$ cat config.mk
export PLATFORM = sky130hd
export DESIGN_NAME = rtos_sched_ctrl
export DESIGN_NICKNAME = d
export VERILOG_FILES = /design/src/rtl/rtos_sched_ctrl.sv
export SDC_FILE = /design/constraint.sdc
export NUM_CORES = 1
export LEC_CHECK = 0
export BUFFER_PORTS_ARGS = -buffer_cell sky130_fd_sc_hd__buf_2
export CELL_PAD_IN_SITES_DETAIL_PLACEMENT = 1
export CELL_PAD_IN_SITES_GLOBAL_PLACEMENT = 1
export CORE_ASPECT_RATIO = 1.25
export CORE_MARGIN = 10
export CORE_UTILIZATION = 33
export DETAILED_ROUTE_END_ITERATION = 8
export GPL_ROUTABILITY_DRIVEN = 0
export PLACE_DENSITY_LB_ADDON = 0.2
export SLEW_MARGIN = 20
export SYNTH_ARGS = -nofsm -noshare
export SYNTH_HDL_FRONTEND = slang
export SYNTH_SLANG_ARGS = --single-unit
$ cat constraint.sdc
create_clock -name aclk -period 1.7 [get_ports aclk]
set_input_delay 0.34 -clock aclk [delete_from_list [all_inputs] [get_ports aclk]]
set_output_delay 0.34 -clock aclk [all_outputs]
set_load 0.1 [all_outputs]
$ cat src/rtl/rtos_sched_ctrl.sv
// Scheduler controller: round-robin arbitration of ready-list updates onto the priority selector,
// preemption/block/time-slice evaluation and the context-switch handshake to the CPU.
module rtos_sched_ctrl #(
    parameter int unsigned N_REQ          = 4,
    parameter int unsigned PRIORITY_WIDTH = 6,
    parameter int unsigned SLICE_TICKS    = 10
) (
    input  logic                              aclk,
    input  logic                              areset,
    input  logic                              sched_enable_in,
    input  logic [N_REQ-1:0]                  req_valid_in,
    input  logic [N_REQ-1:0]                  req_op_in,
    input  logic [N_REQ*PRIORITY_WIDTH-1:0]   req_priority_in,
    output logic [N_REQ-1:0]                  req_ready_out,
    output logic                              sel_add_out,
    output logic                              sel_rem_out,
    output logic [PRIORITY_WIDTH-1:0]         sel_priority_out,
    input  logic [PRIORITY_WIDTH-1:0]         sel_hpriority_in,
    input  logic                              tick_in,
    output logic                              cs_req_out,
    output logic [PRIORITY_WIDTH-1:0]         cs_priority_out,
    output logic [1:0]                        cs_reason_out,
    input  logic                              cs_ack_in,
    output logic [PRIORITY_WIDTH-1:0]         run_priority_out
);

    localparam int unsigned PtrW = (N_REQ > 1) ? $clog2(N_REQ) : 1;
    localparam int unsigned CntW = (SLICE_TICKS > 1) ? $clog2(SLICE_TICKS) : 1;
    localparam logic [CntW-1:0] CntMax = CntW'((SLICE_TICKS == 0) ? 0 : SLICE_TICKS - 1);
    localparam logic [PtrW-1:0] LastCh = PtrW'(N_REQ - 1);
    localparam logic SliceOn = (SLICE_TICKS != 0);

    typedef enum logic [2:0] {StIdle, StIssue, StSettle, StCompare, StSwitch} state_e;

    state_e                    state_q, state_d;
    logic [PtrW-1:0]           ptr_q;
    logic [PtrW-1:0]           gnt_q;
    logic                      op_q;
    logic                      op_vld_q;
    logic [PRIORITY_WIDTH-1:0] prio_q;
    logic [PRIORITY_WIDTH-1:0] run_q;
    logic [PRIORITY_WIDTH-1:0] cs_prio_q;
    logic [1:0]                cs_reason_q;
    logic [CntW-1:0]           slice_cnt_q;
    logic                      slice_pend_q;

    logic                      any_req;
    logic [PtrW-1:0]           win;
    logic [PtrW:0]             idx;
    logic                      do_preempt, do_block, do_slice, do_switch;
    logic [1:0]                reason;

    // First valid requester at or after the round-robin pointer, wrapping.
    always_comb begin
        any_req = 1'b0;
        win     = '0;
        idx     = '0;
        for (int unsigned k = 0; k < N_REQ; k++) begin
            idx = {1'b0, ptr_q} + (PtrW+1)'(k);
            if (idx >= (PtrW+1)'(N_REQ)) begin
                idx = idx - (PtrW+1)'(N_REQ);
            end
            if (!any_req && req_valid_in[idx[PtrW-1:0]]) begin
                any_req = 1'b1;
                win     = idx[PtrW-1:0];
            end
        end
    end

    always_comb begin
        do_preempt = sel_hpriority_in > run_q;
        do_block   = op_vld_q && !op_q && (prio_q == run_q) && (sel_hpriority_in < run_q);
        do_slice   = SliceOn && slice_pend_q && (sel_hpriority_in == run_q);
        do_switch  = do_preempt || do_block || do_slice;
        if (do_preempt) begin
            reason = 2'b01;
        end else if (do_block) begin
            reason = 2'b10;
        end else begin
            reason = 2'b11;
        end
    end

    always_ff @(posedge aclk) begin
        if (areset) begin
            state_q <= StIdle;
        end else begin
            state_q <= state_d;
        end
    end

    always_comb begin
        state_d = state_q;
        case (state_q)
            StIdle: begin
                if (sched_enable_in && any_req) begin
                    state_d = StIssue;
                end else if (sched_enable_in && slice_pend_q) begin
                    state_d = StCompare;
                end
            end
            StIssue:   state_d = StSettle;
            StSettle:  state_d = StCompare;
            StCompare: state_d = do_switch ? StSwitch : StIdle;
            StSwitch:  state_d = cs_ack_in ? StIdle : StSwitch;
            default:   state_d = StIdle;
        endcase
    end

    always_comb begin
        req_ready_out    = '0;
        sel_add_out      = 1'b0;
        sel_rem_out      = 1'b0;
        sel_priority_out = '0;
        cs_req_out       = 1'b0;
        case (state_q)
            StIssue: begin
                req_ready_out    = {{(N_REQ-1){1'b0}}, 1'b1} << gnt_q;
                sel_add_out      = op_q;
                sel_rem_out      = !op_q;
                sel_priority_out = prio_q;
            end
            StSwitch: cs_req_out = 1'b1;
            default: ;
        endcase
        cs_priority_out  = cs_prio_q;
        cs_reason_out    = cs_reason_q;
        run_priority_out = run_q;
    end

    always_ff @(posedge aclk) begin
        if (areset) begin
            ptr_q       <= '0;
            gnt_q       <= '0;
            op_q        <= 1'b0;
            op_vld_q    <= 1'b0;
            prio_q      <= '0;
            run_q       <= '0;
            cs_prio_q   <= '0;
            cs_reason_q <= '0;
        end else begin
            if (state_q == StIdle && sched_enable_in) begin
                if (any_req) begin
                    gnt_q    <= win;
                    op_q     <= req_op_in[win];
                    prio_q   <= req_priority_in[win*PRIORITY_WIDTH +: PRIORITY_WIDTH];
                    op_vld_q <= 1'b1;
                end else if (slice_pend_q) begin
                    // Slice-only evaluation: no add/remove to consider for blocking.
                    op_vld_q <= 1'b0;
                end
            end
            if (state_q == StIssue) begin
                ptr_q <= (gnt_q == LastCh) ? '0 : gnt_q + 1'b1;
            end
            if (state_q == StCompare && do_switch) begin
                cs_prio_q   <= sel_hpriority_in;
                cs_reason_q <= reason;
            end
            if (state_q == StSwitch && cs_ack_in) begin
                run_q <= cs_prio_q;
            end
        end
    end

    // Ticks arriving while a switch is outstanding are dropped.
    always_ff @(posedge aclk) begin
        if (areset) begin
            slice_cnt_q  <= '0;
            slice_pend_q <= 1'b0;
        end else if (state_q == StSwitch) begin
            if (cs_ack_in) begin
                slice_cnt_q  <= '0;
                slice_pend_q <= 1'b0;
            end
        end else if (tick_in && SliceOn) begin
            if (slice_cnt_q == CntMax) begin
                slice_cnt_q  <= '0;
                slice_pend_q <= 1'b1;
            end else begin
                slice_cnt_q <= slice_cnt_q + 1'b1;
            end
        end
    end

endmodule

# After elaboration in Yosys (flattened, before gate mapping)
# Cells that the tools add are included.
[classes]
addsub = 9
mul = 1
magnitude_cmp = 11
eq_ne = 10
n_shift = 2
muxes = 45
n_reduce_logical = 26
[ops]
columns = ["operator", "n"]
rows = [
  ["$shiftx A24 B6 Y6", 1],
  ["$mux W2", 10],
  ["$mux W4", 5],
  ["$mux W1", 19],
  ["$lt A2 B3 Y1 const B", 5],
  ["$pmux W3 S5", 1],
  ["$eq A6 B6 Y1", 2],
  ["$logic_and A1 B1 Y1", 12],
  ["$mux W3", 4],
  ["$bmux W1 S2", 5],
  ["$ge A3 B3 Y1 const B", 3],
  ["$sub A2 B1 Y2 const B", 4],
  ["$add A2 B2 Y3 const B", 2],
  ["$eq A3 B2 Y1 const B", 2],
  ["$gt A6 B6 Y1", 1],
  ["$lt A6 B6 Y1", 1],
  ["$mux W6", 1],
  ["$reduce_and A2 Y1", 3],
  ["$reduce_bool A2 Y1", 3],
  ["$add A4 B1 Y4 const B", 1],
  ["$eq A4 B4 Y1 const B", 1],
  ["$logic_not A1 Y1", 4],
  ["$mul A2 B2 Y4 const B", 1],
  ["$shl A1 B2 Y4 const A", 1],
  ["11 further kinds", 12],
]
[totals]
regBits = 34
output_inout_bits = 27
wordCells = 115

# Depth between registers and ports, before layout
[depth]
word_depth = 17
mapped_depth = 8
depth_no_buf = 8

# Worst setup path before layout
# OpenSTA, ideal clock, no wires.
[synth_path]
path_type = "reg-to-reg"
from = "register run_q[5], in the netlist run_priority_out[5]"
to = "register cs_prio_q[0], in the netlist cs_priority_out[0]"
setup_ns = 0.087
t_arrival_ns = 2.511
required_ns = 1.613
setup_slack_ns = -0.898
stages_incl_launch_ff = 9
path_buffers = 0
cell_sequence = "dfxtp_1 inv_1 ha_1 and4_4 o21ai_2 o211a_2 and3_4 or4b_1 o31ai_1"
[synth_between]
elab_chain_cells = 6
[synth_rtl]
columns = ["item", "line_no", "source"]
rows = [
  ["start: declaration", "41", "logic [PRIORITY_WIDTH-1:0] run_q;"],
  ["start signal: assignment", "161", "run_q <= cs_prio_q;"],
  ["parallel branches: the longest is 4 deep, another holds $lt A6 B6 Y1", "--", ""],
  ["$logic_or A1 B1 Y1 (*)", "74", "do_switch = do_preempt || do_block || do_slice;"],
  ["$logic_and A1 B1 Y1 (*)", "156", "if (state_q == StCompare && do_switch) begin"],
  ["end signal: assignment", "157", "cs_prio_q <= sel_hpriority_in;"],
  ["end: declaration", "42", "logic [PRIORITY_WIDTH-1:0] cs_prio_q;"],
]
# Mark *: on every way between the ends.
# A chain may end at the register's enable or synchronous reset.

# Worst setup path after layout
[layout_path]
from = "register run_q[1], in the netlist run_priority_out[1]"
to = "register cs_prio_q[0], in the netlist cs_priority_out[0]"
# Same word-level chain as after synthesis.

==> Implementation_results.wiki <==
{| class="wikitable"
! Metric !! Value
|-
| Count of mapped cells out of synthesis || between 200 and 250
|-
| Most used cells in the layout excluding fill and tap cells || sky130_fd_sc_hd__buf_2 (56), sky130_fd_sc_hd__dfxtp_1 (25), sky130_fd_sc_hd__buf_4 (24)
|-
| Worst slew margin || 66.4%
|-
| Largest fanout on the critical path || 3
|-
| Max Fclk || approximately 0.53 GHz
|-
| Full die area || between 0.009 and 0.01 sq mm
|-
| Final clock period utilization by the worst path || 111%
|-
| Most common cell after layout, fill and taps aside || sky130_fd_sc_hd__buf_2
|-
| Number of buffers inserted during clock tree synthesis || 5
|-
| Top cell type's share of synthesized area || between 30% and 40%
|-
| Total detailed-routing wirelength || between 6 and 7 mm
|-
| TritonCTS clock tree || yes
|-
| Number of fillers in the final layout || ~750
|-
| Ant diodes || 0
|-
| Worst-Skew Late Latency || 0.29 ns
|-
| Power density normalized to cell area || 670 mW/mm^2
|-
| Placement Rows || 32
|-
| Final hold viol count || 0
|-
| Boundary Pins || 70
|-
| First-iteration detailed-routing DRC count || 64
|-
| Max-slew violation count || 0
|-
| Proportion of layout cells with a drive suffix above 1 || a little under half
|-
| CP Launch Type || flip-flop
|-
| Die H || 108 microns
|-
| Min Clock Period, post-route || 1.89 ns
|-
| Clock Path Buffers || 2
|-
| Cell-internal power || between 1000 and 1500 uW
|-
| Fraction of power spent switching nets || approximately 32%
|-
| CTS H-tree depth || 2
|-
| CTS clock-pin slew for the worst setup and hold paths || about 0.07 ns
|-
| Leading area contributor after synthesis || sky130_fd_sc_hd__dfxtp_1
|-
| Largest cells by area after synthesis || sky130_fd_sc_hd__dfxtp_1 (33%), sky130_fd_sc_hd__mux2i_1 (11%), sky130_fd_sc_hd__ha_1 (7.3%)
|-
| Placed instance count || between 300 and 400
|-
| Required time at the endpoint of the critical path || around 1.9 ns
|-
| Sequential element share of the synthesized area || around a third
|-
| First-pass GRT wire length || between 10 and 15 mm
|-
| Initial core utilization || around 34%
|-
| Vias || around 2000
|-
| Net count after synthesis || around 290
|-
| Filler-free cell count of the finished design || approximately 410
|-
| Post-Route Hold Slack || 0.330 ns
|-
| Number of buffers inserted for hold repair after clock tree synthesis || 0
|-
| DR WL/cell || ~15 microns
|-
| Cell at the root of the clock tree || sky130_fd_sc_hd__clkbuf_8
|-
| Clock group share of total power || roughly 30%
|-
| Avg Inst Size Synth || between 8 and 9 sq um
|-
| Max capacitance violation total || 0
|-
| Final worst-path setup slack || -0.193 ns
|-
| Switching power || 677 uW
|-
| Proportion of register bits with asynchronous set or reset after synthesis || 0%
|-
| Total number of nets in the final design || 382
|-
| Worst endpoint data arrival time || 2.10 ns
|-
| Setup-violating endpoint count in the final report || 22
|-
| Antenna violations before repair || 0
|-
| Area growth from synthesis to layout || 53.4%
|-
| Relative contribution of combinational cells to total power || 28.3%
|-
| Failing checks || setup timing
|-
| Primary FF master, synth || sky130_fd_sc_hd__dfxtp_1
|-
| Status || finished, violations left
|-
| Final antenna-violating net count || 0
|-
| Half-perimeter wire length after placement || 5.04 mm
|-
| Unrepaired setup endpoints after global routing || yes
|-
| Total of warnings raised by yosys || 0
|-
| Final core occ || just over 50%
|-
| Count of unique library cells instantiated by Yosys || 42
|-
| Vias per Instance || ~4.8
|-
| Multi-input combinational cell area || ~0.0014 sq mm
|-
| Clock Sink Count || 34
|-
| Overall track demand over capacity in global routing || 12.8%
|-
| Largest net degree at the start of global routing || 22
|-
| Worst min-delay path category || input pin to flip-flop
|-
| PnR Total Power || approximately 2100 uW
|-
| Number of I/O port buffers || 69
|-
| Area of all placed cells without fillers || 0.00314 sq mm
|-
| Count of flip-flops with a built-in enable after synthesis || 0
|-
| Pre-antenna DRT Iters || 4
|-
| Post-detailed-placement cell area || 0.00287 sq mm
|-
| Footprint of the flip-flops and latches || between 700 and 800 sq um
|-
| Number of global-route vias before repair || approximately 2100
|-
| Synthesized flop and latch total || 34
|-
| DRC violations left || 0
|-
| Critical path class || flip-flop to flip-flop
|-
| Sequential power share || a little over two fifths
|-
| Die width || approximately 90 microns
|-
| Core Region || roughly 0.0061 sq mm
|-
| Worst setup skew after layout || 0.00176 ns
|-
| Slew at the pin closest to its max-slew limit || 0.508 ns
|-
| Largest voltage drop on the vdd net || roughly 350 uV
|-
| Static leakage power || 0.00139 uW
|-
| Total congestion overflow || 0
|-
| Type of element capturing the critical path || flip-flop
|-
| Synthesized area || 0.00205 sq mm
|}
-- worst paths after layout --
path / start / end / depth (start not counted) / slack, ns
worst min-delay path: sel_hpriority_in[2] / cs_priority_out[2] / 3 / 0.33
worst max-delay path: run_priority_out[1] / cs_priority_out[0] / 8 / -0.19
worst min register to register: state_q[0] / state_q[0] / 1 / 0.45
worst max register to register: run_priority_out[1] / cs_priority_out[0] / 8 / -0.19
-- synthesized netlist by cell type (2+ instances only) --
| cell | number |
|---|---|
| sky130_fd_sc_hd__dfxtp_1 | 34 |
| sky130_fd_sc_hd__nand2_1 | 25 |
| sky130_fd_sc_hd__mux2i_1 | 22 |
| sky130_fd_sc_hd__a21oi_1 | 16 |
| sky130_fd_sc_hd__inv_1 | 14 |
| sky130_fd_sc_hd__nand2b_1 | 14 |
| sky130_fd_sc_hd__nor2_1 | 14 |
| sky130_fd_sc_hd__ha_1 | 12 |
| sky130_fd_sc_hd__and2_1 | 11 |
| sky130_fd_sc_hd__nand3b_1 | 8 |
| sky130_fd_sc_hd__o221ai_1 | 7 |
| sky130_fd_sc_hd__clkbuf_1 | 6 |
| sky130_fd_sc_hd__xnor2_1 | 5 |
| sky130_fd_sc_hd__xor2_1 | 4 |
| sky130_fd_sc_hd__buf_2 | 3 |
| sky130_fd_sc_hd__nor2b_1 | 3 |
| sky130_fd_sc_hd__nor3_1 | 3 |
| sky130_fd_sc_hd__nor4_1 | 3 |
| sky130_fd_sc_hd__nand4_1 | 2 |
| sky130_fd_sc_hd__nor2_4 | 2 |
| sky130_fd_sc_hd__nor3b_1 | 2 |
| sky130_fd_sc_hd__o22ai_1 | 2 |
| sky130_fd_sc_hd__or3b_1 | 2 |
-- per-layer routing --
layer | part of all wire (%) | up-vias | global-route usage [%]
li1 | - | 992 | -
met1 | 43 | 937 | 14.0
met2 | 52 | 45 | 24.0
met3 | 4.3 | 6 | 3.33
met4 | 0.82 | 0 | 3.42
met5 | 0 | - | 0
-- worst max-delay path, stage by stage, from the launching register on --
cell and delay, ns:
sky130_fd_sc_hd__dfxtp_4 0.35, sky130_fd_sc_hd__inv_1 0.04, sky130_fd_sc_hd__ha_1 0.29, sky130_fd_sc_hd__nor2b_2 0.17
sky130_fd_sc_hd__o21ai_2 0.12, sky130_fd_sc_hd__o211a_4 0.19, sky130_fd_sc_hd__a211oi_4 0.07, sky130_fd_sc_hd__or4b_1 0.50
sky130_fd_sc_hd__o31ai_1 0.08
-- metrics by stage --
| stage | TNS [ns] | setup WS, ns |
|---|---|---|
| global route | -2.74 | -0.292 |
| CTS | -2.03 | -0.195 |
| finish | -1.38 | -0.193 |
| floorplan | -2.66 | -0.351 |
| global placement | -1.73 | -0.247 |
| detailed placement | -2.28 | -0.297 |
-- kinds of logic (layout without fill, tap and decap cells) --
group	count (synthesis)	after routing	synth area share, %
adders and majority gates	12	12	7.33
xor gates and xnor gates	9	9	3.85
and+or+nand+nor	98	98	27.8
buffers and inverters	24	119	4.95
AOI/OAI and AO/OA	34	34	12.0
muxes	22	22	10.8
DFF	34	34	33.3
-- power by group through the flow --
stage	clock (uW)	combinational, uW	sequential, uW
floorplan	0	319	915
global placement	0	530	893
detailed placement	0	539	895
CTS	653	593	873
global route	700	647	882
finish	633	596	874
-- what timing repair did --
item / 4_1_cts / 5_1_grt
gates resized for setup: 28 / 11
hold endpoints to repair: 0 / 0
setup endpoints to repair: 22 / 31
setup buffers: 7 / 2
pin swaps: 7 / 9
cloned: 1 / 0
-- cell type report --
| type | count | area share, % |
|---|---|---|
| Sequential cell | 34 | 22.7 |
| Timing Repair Buffer | 97 | 24.7 |
| Inverter | 14 | 1.79 |
| Multi-Input combinational cell | 175 | 44.6 |
| Clock buffer | 7 | 2.75 |
| Tap cell | 85 | 3.39 |
| Clock inverter | 1 | 0.159 |
-- sequential cells by signal, indices dropped and copies added, names as in the netlist --
signal / count
slice_pend_q: 1
slice_cnt_q: 4
cs_priority_out: 6
ptr_q: 2
state_q: 3
run_priority_out: 6
gnt_q: 2
cs_reason_out: 2
op_q: 1
prio_q: 6
op_vld_q: 1
(Power assumes the default switching activity.)
